**config.mk**
```make
export PLATFORM = sky130hd
export DESIGN_NAME = cnt_pwm_gen_flat
export DESIGN_NICKNAME = d
export VERILOG_FILES = /design/src/rtl/cnt_pwm_gen_if.sv /design/src/rtl/cnt_pwm_gen.sv /design/src/flat_wrapper.sv
export SDC_FILE = /design/constraint.sdc
export NUM_CORES = 1
export LEC_CHECK = 0
export ABC_CLOCK_PERIOD_IN_PS = 3200
export BUFFER_PORTS_ARGS = -buffer_cell sky130_fd_sc_hd__buf_4
export CORE_ASPECT_RATIO = 1.4
export CORE_MARGIN = 2
export CORE_UTILIZATION = 52
export DETAILED_ROUTE_END_ITERATION = 12
export GPL_ROUTABILITY_DRIVEN = 0
export PLACE_DENSITY = 0.76
export REMOVE_ABC_BUFFERS = 1
export SYNTH_ARGS = -nofsm -noshare
export SYNTH_HDL_FRONTEND = slang
export SYNTH_SLANG_ARGS = --single-unit
```
**constraint.sdc**
```tcl
create_clock -name clk -period 3.2 [get_ports clk]
set_input_delay 0.32 -clock clk [delete_from_list [all_inputs] [get_ports clk]]
set_output_delay 0.32 -clock clk [all_outputs]
set_load 0.005 [all_outputs]
```
**src/rtl/cnt_pwm_gen_if.sv**
```systemverilog
// Duty-cycle update handshake between a duty source and cnt_pwm_gen.
// The source offers duty_in/duty_valid; the generator answers with duty_ready.
interface cnt_pwm_gen_if #(
  parameter int WIDTH = 4
);
  logic [WIDTH:0] duty_in;
  logic           duty_valid;
  logic           duty_ready;

  modport master (output duty_in, output duty_valid, input  duty_ready);
  modport slave  (input  duty_in, input  duty_valid, output duty_ready);
endinterface

```
**src/rtl/cnt_pwm_gen.sv**
```systemverilog
// PWM generator slaved to an external free-running up counter. It locks on a
// counter wrap, tracks the count sequence, and swaps duty values on wrap boundaries.
module cnt_pwm_gen #(
  parameter int WIDTH = 4
) (
  input  logic             clk,
  input  logic             rst,
  input  logic [WIDTH-1:0] cnt_in,
  input  logic             en,
  cnt_pwm_gen_if.slave     duty,
  output logic             pwm_out,
  output logic             period_pulse,
  output logic             sync_err,
  output logic [1:0]       state
);

  typedef enum logic [1:0] {
    IDLE = 2'b00,
    ARM  = 2'b01,
    RUN  = 2'b10
  } st_t;

  localparam logic [WIDTH-1:0] CNT_MAX = '1;

  st_t            st, st_nxt;
  logic [WIDTH-1:0] cnt_prev, cnt_succ;
  logic [WIDTH:0]   duty_act, duty_pend, duty_act_nxt;
  logic             pend_vld;
  logic             wrap, inseq, xfer, apply;

  assign cnt_succ = cnt_prev + WIDTH'(1);
  assign wrap     = (cnt_prev == CNT_MAX) && (cnt_in == '0);
  assign inseq    = (cnt_in == cnt_succ);

  assign duty.duty_ready = ~pend_vld;
  assign xfer  = duty.duty_valid && ~pend_vld;
  // pend_vld is only set after the capture edge, so a wrap on the capture
  // edge itself never applies the new value.
  assign apply = pend_vld && ((st == IDLE) || wrap);
  assign duty_act_nxt = apply ? duty_pend : duty_act;

  always_comb begin
    st_nxt = st;
    if (!en) begin
      st_nxt = IDLE;
    end else begin
      case (st)
        IDLE:    st_nxt = ARM;
        ARM:     if (wrap)   st_nxt = RUN;
        RUN:     if (!inseq) st_nxt = ARM;
        default: st_nxt = IDLE;
      endcase
    end
  end

  always_ff @(posedge clk or posedge rst) begin
    if (rst) begin
      st           <= IDLE;
      cnt_prev     <= '0;
      duty_act     <= '0;
      duty_pend    <= '0;
      pend_vld     <= 1'b0;
      pwm_out      <= 1'b0;
      period_pulse <= 1'b0;
      sync_err     <= 1'b0;
    end else begin
      st       <= st_nxt;
      cnt_prev <= cnt_in;

      if (apply) begin
        duty_act <= duty_pend;
        pend_vld <= 1'b0;
      end else if (xfer) begin
        duty_pend <= duty.duty_in;
        pend_vld  <= 1'b1;
      end

      // Outputs follow the state being entered so the wrap edge already
      // produces the first high sample of the new period.
      pwm_out      <= (st_nxt == RUN) && ({1'b0, cnt_in} < duty_act_nxt);
      period_pulse <= (st_nxt == RUN) && wrap;

      if (!en)
        sync_err <= 1'b0;
      else if ((st == RUN) && !inseq)
        sync_err <= 1'b1;
    end
  end

  assign state = st;

endmodule

```
**src/flat_wrapper.sv**
```systemverilog
// flat-port wrapper written by rule: the top's interface ports become plain ports
module cnt_pwm_gen_flat 
#(
  parameter int WIDTH = 4
)
  (clk, rst, cnt_in, en, pwm_out, period_pulse, sync_err, state, duty_duty_in, duty_duty_valid, duty_duty_ready);
  cnt_pwm_gen_if #(.WIDTH(WIDTH)) duty_i ();
  input  logic clk;
  input  logic rst;
  input  logic [WIDTH-1:0] cnt_in;
  input  logic en;
  output logic pwm_out;
  output logic period_pulse;
  output logic sync_err;
  output logic [1:0] state;
  input wire logic [$bits(duty_i.duty_in)-1:0] duty_duty_in;
  input wire logic [$bits(duty_i.duty_valid)-1:0] duty_duty_valid;
  output wire logic [$bits(duty_i.duty_ready)-1:0] duty_duty_ready;
  assign duty_i.duty_in = duty_duty_in;
  assign duty_i.duty_valid = duty_duty_valid;
  assign duty_duty_ready = duty_i.duty_ready;
  cnt_pwm_gen #(.WIDTH(WIDTH)) u_core (.clk(clk), .rst(rst), .cnt_in(cnt_in), .en(en), .duty(duty_i), .pwm_out(pwm_out), .period_pulse(period_pulse), .sync_err(sync_err), .state(state));
endmodule
```
---- Word-level counts from Yosys, hierarchy flattened ----
Index checks and enable logic that the tools add are counted.
operators by class
  mux-type cells .......................... 9
  equal/unequal tests ..................... 6
  $add $sub $neg .......................... 1
  bitwise gates (word level) .............. 2
  reductions and logical operators ........ 12
  magnitude comparators ................... 1
operators with widths
  cell                   number
  $logic_and A1 B1 Y1    6
  $mux W2                3
  $pmux W2 S3            1
  $lt A4 B5 Y1           1
  $mux W5                1
  $add A4 B1 Y4 const B  1
  $eq A2 B2 Y1 const B   2
  $eq A4 B4 Y1           1
  $eq A4 B4 Y1 const B   1
  $logic_not A4 Y1       1
  $mux W1                4
  $eq A2 B1 Y1 const B   1
  $logic_not A2 Y1       1
  $ne A2 B1 Y1 const B   1
  $not A1 Y1             2
  $reduce_and A2 Y1      1
  $reduce_bool A2 Y1     1
  $logic_not A1 Y1       1
  $logic_or A1 B1 Y1     1
word-level totals
  logic and storage cells ................. 39
  output and inout port bits .............. 6
  flip-flop bits (word level) ............. 20
  input port bits ......................... 13

---- Depth between registers and ports, before layout ----
  depth after elaboration ................. 7
  depth in mapped cells ................... 10

---- Worst setup path before layout ----
No wires, ideal clock.
  path kind ............................... input port to flip-flop
  from .................................... input cnt_in[1]
  to ...................................... register u_core.pwm_out
  required time ........................... 3.104 ns
  arrival time ............................ 2.717 ns
  buffers on the path ..................... 0
  path slack .............................. 0.387 ns
  setup time .............................. 0.096 ns
  stages on the path ...................... 9
  cells stage by stage .................... or4_4 > o32ai_4 > mux2_2 > inv_1 > ha_1 > a21o_1 > a2111oi_0 > mux2i_1 > a311oi_2
between the ends
  longest elaborated chain between the ends .. 7
  elaborated cells between the ends (all ways) .. 13
RTL lines
  what                        RTL line            text
  start, declared             flat_wrapper.sv:10  input logic [WIDTH-1:0] cnt_in;
  $logic_not A4 Y1            cnt_pwm_gen.sv:32   assign wrap = (cnt_prev == CNT_MAX) && (cnt_in == '0);
  $logic_and A1 B1 Y1         cnt_pwm_gen.sv:32
  $logic_or A1 B1 Y1          cnt_pwm_gen.sv:39   assign apply = pend_vld && ((st == IDLE) || wrap);
  $logic_and A1 B1 Y1         cnt_pwm_gen.sv:39
  $mux W5                     -
  via u_core.duty_act_nxt[2]  cnt_pwm_gen.sv:27   logic [WIDTH:0] duty_act, duty_pend, duty_act_nxt;
  $lt A4 B5 Y1                cnt_pwm_gen.sv:80   pwm_out <= (st_nxt == RUN) && ({1'b0, cnt_in} < duty_act_nxt);
  $logic_and A1 B1 Y1         cnt_pwm_gen.sv:80
  end signal, assigned        cnt_pwm_gen.sv:80
  end, declared               cnt_pwm_gen.sv:11   output logic pwm_out,
The timed path passes the listed nets, and every way through them passes these cells.
A chain may end at the register's enable or synchronous reset.

---- Worst setup path after layout ----
  from .................................... register u_core.cnt_prev[0]
  to ...................................... register u_core.pwm_out
between the ends
  longest elaborated chain between the ends .. 7
  elaborated cells between the ends (all ways) .. 14
RTL lines
  what                        RTL line           text
  start, declared             cnt_pwm_gen.sv:26  logic [WIDTH-1:0] cnt_prev, cnt_succ;
  start signal, assigned      cnt_pwm_gen.sv:68  cnt_prev <= cnt_in;
  $eq A4 B4 Y1                cnt_pwm_gen.sv:32
  $logic_and A1 B1 Y1         cnt_pwm_gen.sv:32
  $logic_or A1 B1 Y1          cnt_pwm_gen.sv:39
  $logic_and A1 B1 Y1         cnt_pwm_gen.sv:39
  $mux W5                     -
  via u_core.duty_act_nxt[2]  cnt_pwm_gen.sv:27
  $lt A4 B5 Y1                cnt_pwm_gen.sv:80
  $logic_and A1 B1 Y1         cnt_pwm_gen.sv:80
The timed path passes the listed nets, and every way through them passes these cells.

==> summary.md <==
| Metric | Value |
|---|---|
| Clk slew on worst S/H paths | `110 ps` |
| Initial antenna violation count | `0` |
| Max Cap Violations | `0` |
| Crit Path Max Fanout | `3` |
| Die Width | `40.2 um` |
| Number of synthesized flops with an enable pin | `0` |
| Die footprint | `0.00220 mm^2` |
| Layout Skew | `~1.1 ps` |
| Crit path required time | `3420 ps` |
| First-pass GRT wire length | `2840 um` |
| Area grow syn2layout | `21.0%` |
| Std-Cell Rows | `18` |
| PD cells | `547 mW/mm^2` |
| Syn avg cell area | `about 12 um^2` |
| Overall routed net length | `1670 um` |
| GRT Overall Usage | `19.8%` |
| Clock buffer depth | `2` |
| Final WS setup | `478 ps` |
| Slowest CP cell | `a2111oi_0` |
| Worst path bufs/invs | `1` |
| Leak pwr | `0.549 nW` |
| Post_cts resized | `0` |
| Worst EP arrival | `2950 ps` |
| Via-to-Cell Ratio | `5.61` |
| Largest delay share family, worst path | `compound AO/OA/AOI/OAI gates` |
| Hold Buf Count CTS | `0` |
| Crit path launch type | `register` |
| Post-route ant nets | `0` |
| DP Worst Slack | `224 ps` |
| Clk_lat worst skew | `about 310 ps` |
| Final nets | `119` |
| Grt total ovfl | `0` |
| Yosys reg bits | `20` |
| Htree depth | `1` |
| Final setup violation count | `0` |
| TritonCTS clock tree | `built` |
| Final Power | `631 uW` |
| CTS root buf | `clkbuf_4` |
| Crit-path most repeated cell | `ha_1` |
| Vias in the first global route | `675` |
| Crit path kind | `register to register` |
| CTS buffer count | `3` |
| RSZ-0062 raised after global routing | `no` |
| Synth warn | `0` |
| Pre-Repair DR Iteration Count | `4` |
| Final Hold Vio Count | `0` |
| Worst path cell trace | `ha_1 -> nand4_1 -> o32ai_4 -> mux2_2 -> inv_1 -> ha_1 -> a21o_1 -> a2111oi_0 -> mux2i_1 -> a311oi_2` |
| Core Region | `0.00176 mm^2` |
| DR DRC count | `0` |
| Final worst-path cycle share | `around 85%` |
| Initial core utilization | `54.3%` |
| Main synth FF type | `dfrtp_1` |
| Max incr delay on CP | `roughly 440 ps` |
| Peak VDD IR | `0.000369 V` |
| Slew Limit Fails | `0` |
| CP Capture Type | `register` |
| Pin count of the biggest net entering global routing | `21` |
| Clock Sink Count | `20` |
| Post-route minimum period | `2720 ps` |
| Placed cell count | `roughly 120` |
| Layout cell share with drive strength beyond 1 | `30.7%` |
| ANT cells | `0` |
| I/O pin count | `19` |
| Synth unique cells | `27` |
| Hold/Removal Path Class | `input port to async pin` |
| Setup TNS | `0 ps` |
| Asr flop ratio synth | `100%` |
| Register area share after synthesis | `52.5%` |
| Status | `complete, no violations` |
| # port buffers | `18` |
| Post-CTS setup buffers | `0` |
| Hpwl dp | `1320 um` |
| Slew HR | `roughly half` |
| Initial drt markers | `8` |
| Die Ht | `54.7 um` |
| Worst-Margin Slew | `757 ps` |
| Wire per inst | `13.8 um` |
| Post-synthesis instance total | `79` |
| Layout Cells excl Fill | `121` |
| Peak Freq | `367 MHz` |
| Mapped cell area | `953 um^2` |
| Via count | `679` |
-- synthesized netlist by cell type, drive strengths merged (3+ instances only) --
cell	count	share of area, %
nor2	4	1.6
dfrtp	20	52
nand3	3	1.6
nand2	3	1.2
mux2i	4	4.2
ha	4	5.2
mux2	5	5.9
xnor2	3	2.8
inv	10	3.9
-- final cells by class --
class	count	area (um^2)
Sequential cell	20	500
Multi-Input combinational cell	48	412
Tap cell	20	25.0
Timing Repair Buffer	19	143
Inverter	10	37.5
Clock buffer	4	36.3
Fill cell	142	603
-- power by group --
part	internal (mW)	switching [mW]	leakage, nW	total, mW
registers	0.300	0.0210	0.244	0.321
logic	0.0805	0.0826	0.284	0.163
clock network	0.0696	0.0775	0.0210	0.147
total	0.450	0.181	0.549	0.631
-- cells by family after synthesis --
| group | Yosys count | synth area share [%] |
|---|---|---|
| adder cells (fa/ha/maj) | 4 | 5.25 |
| AND/OR/NAND/NOR | 18 | 9.84 |
| AO/OA/AOI/OAI | 12 | 11.8 |
| buffers and inverters | 11 | 4.33 |
| flip-flops | 20 | 52.5 |
| multiplexers | 9 | 10.1 |
| XOR/XNOR | 5 | 6.17 |
-- registers in the layout, indices dropped and copies added, names as in the netlist --
signal and count:
u_core.duty_act 5, u_core.state 2, u_core.pend_vld 1, u_core.cnt_prev 4, u_core.pwm_out 1, u_core.duty_pend 5
u_core.period_pulse 1, u_core.sync_err 1
-- worst reg2reg max path, stage by stage, from the launching register on --
cell and delay, ps:
dfrtp_1 410, ha_1 240, nand4_1 160, o32ai_4 130
mux2_2 370, inv_1 60, ha_1 230, a21o_1 180
a2111oi_0 440, mux2i_1 160, a311oi_2 280
-- per-layer routing --
metal,wire length [um],vias up,GRT usage [%]
li1,-,322,-
met1,642,335,21.5
met3,77,5,3.66
met2,901,17,33.6
met5,0,-,0
met4,50,0,13.3
-- metrics by stage --
stage               utilization, %  hold WS [ps]  area, um^2
floorplan                        -           284         950
global placement              63.6           465        1120
detailed placement            63.6           466        1120
CTS                           65.7           138        1150
global route                  65.7           128        1150
finish                        65.7           135        1150
-- layout by cell type (no fill, tap or decap), types with 2 or more instances in the layout --
cell,count
nand2_1,3
nor2_1,4
inv_1,10
nor3_1,2
clkbuf_4,3
mux2i_1,4
xnor2_1,3
nand3_1,3
dfrtp_1,20
nor4_1,2
ha_1,4
a2111oi_0,2
a21oi_1,2
buf_4,19
mux2_2,5
o21ai_0,2
-- worst paths after layout --
check                                    start                  to  slack, ps  depth (start not counted)
setup / recovery            u_core.cnt_prev[0]      u_core.pwm_out        480                         10
hold / removal                             rst     u_core.pend_vld        140                          2
setup reg to reg            u_core.cnt_prev[0]      u_core.pwm_out        480                         10
hold reg to reg            u_core.duty_pend[0]  u_core.duty_act[0]        500                          2
max in group asynchronous                  rst  u_core.cnt_prev[2]       2590                          2
min in group clk                     cnt_in[1]  u_core.cnt_prev[1]        150                          1
No activity file was read; power rests on OpenSTA's default activity.
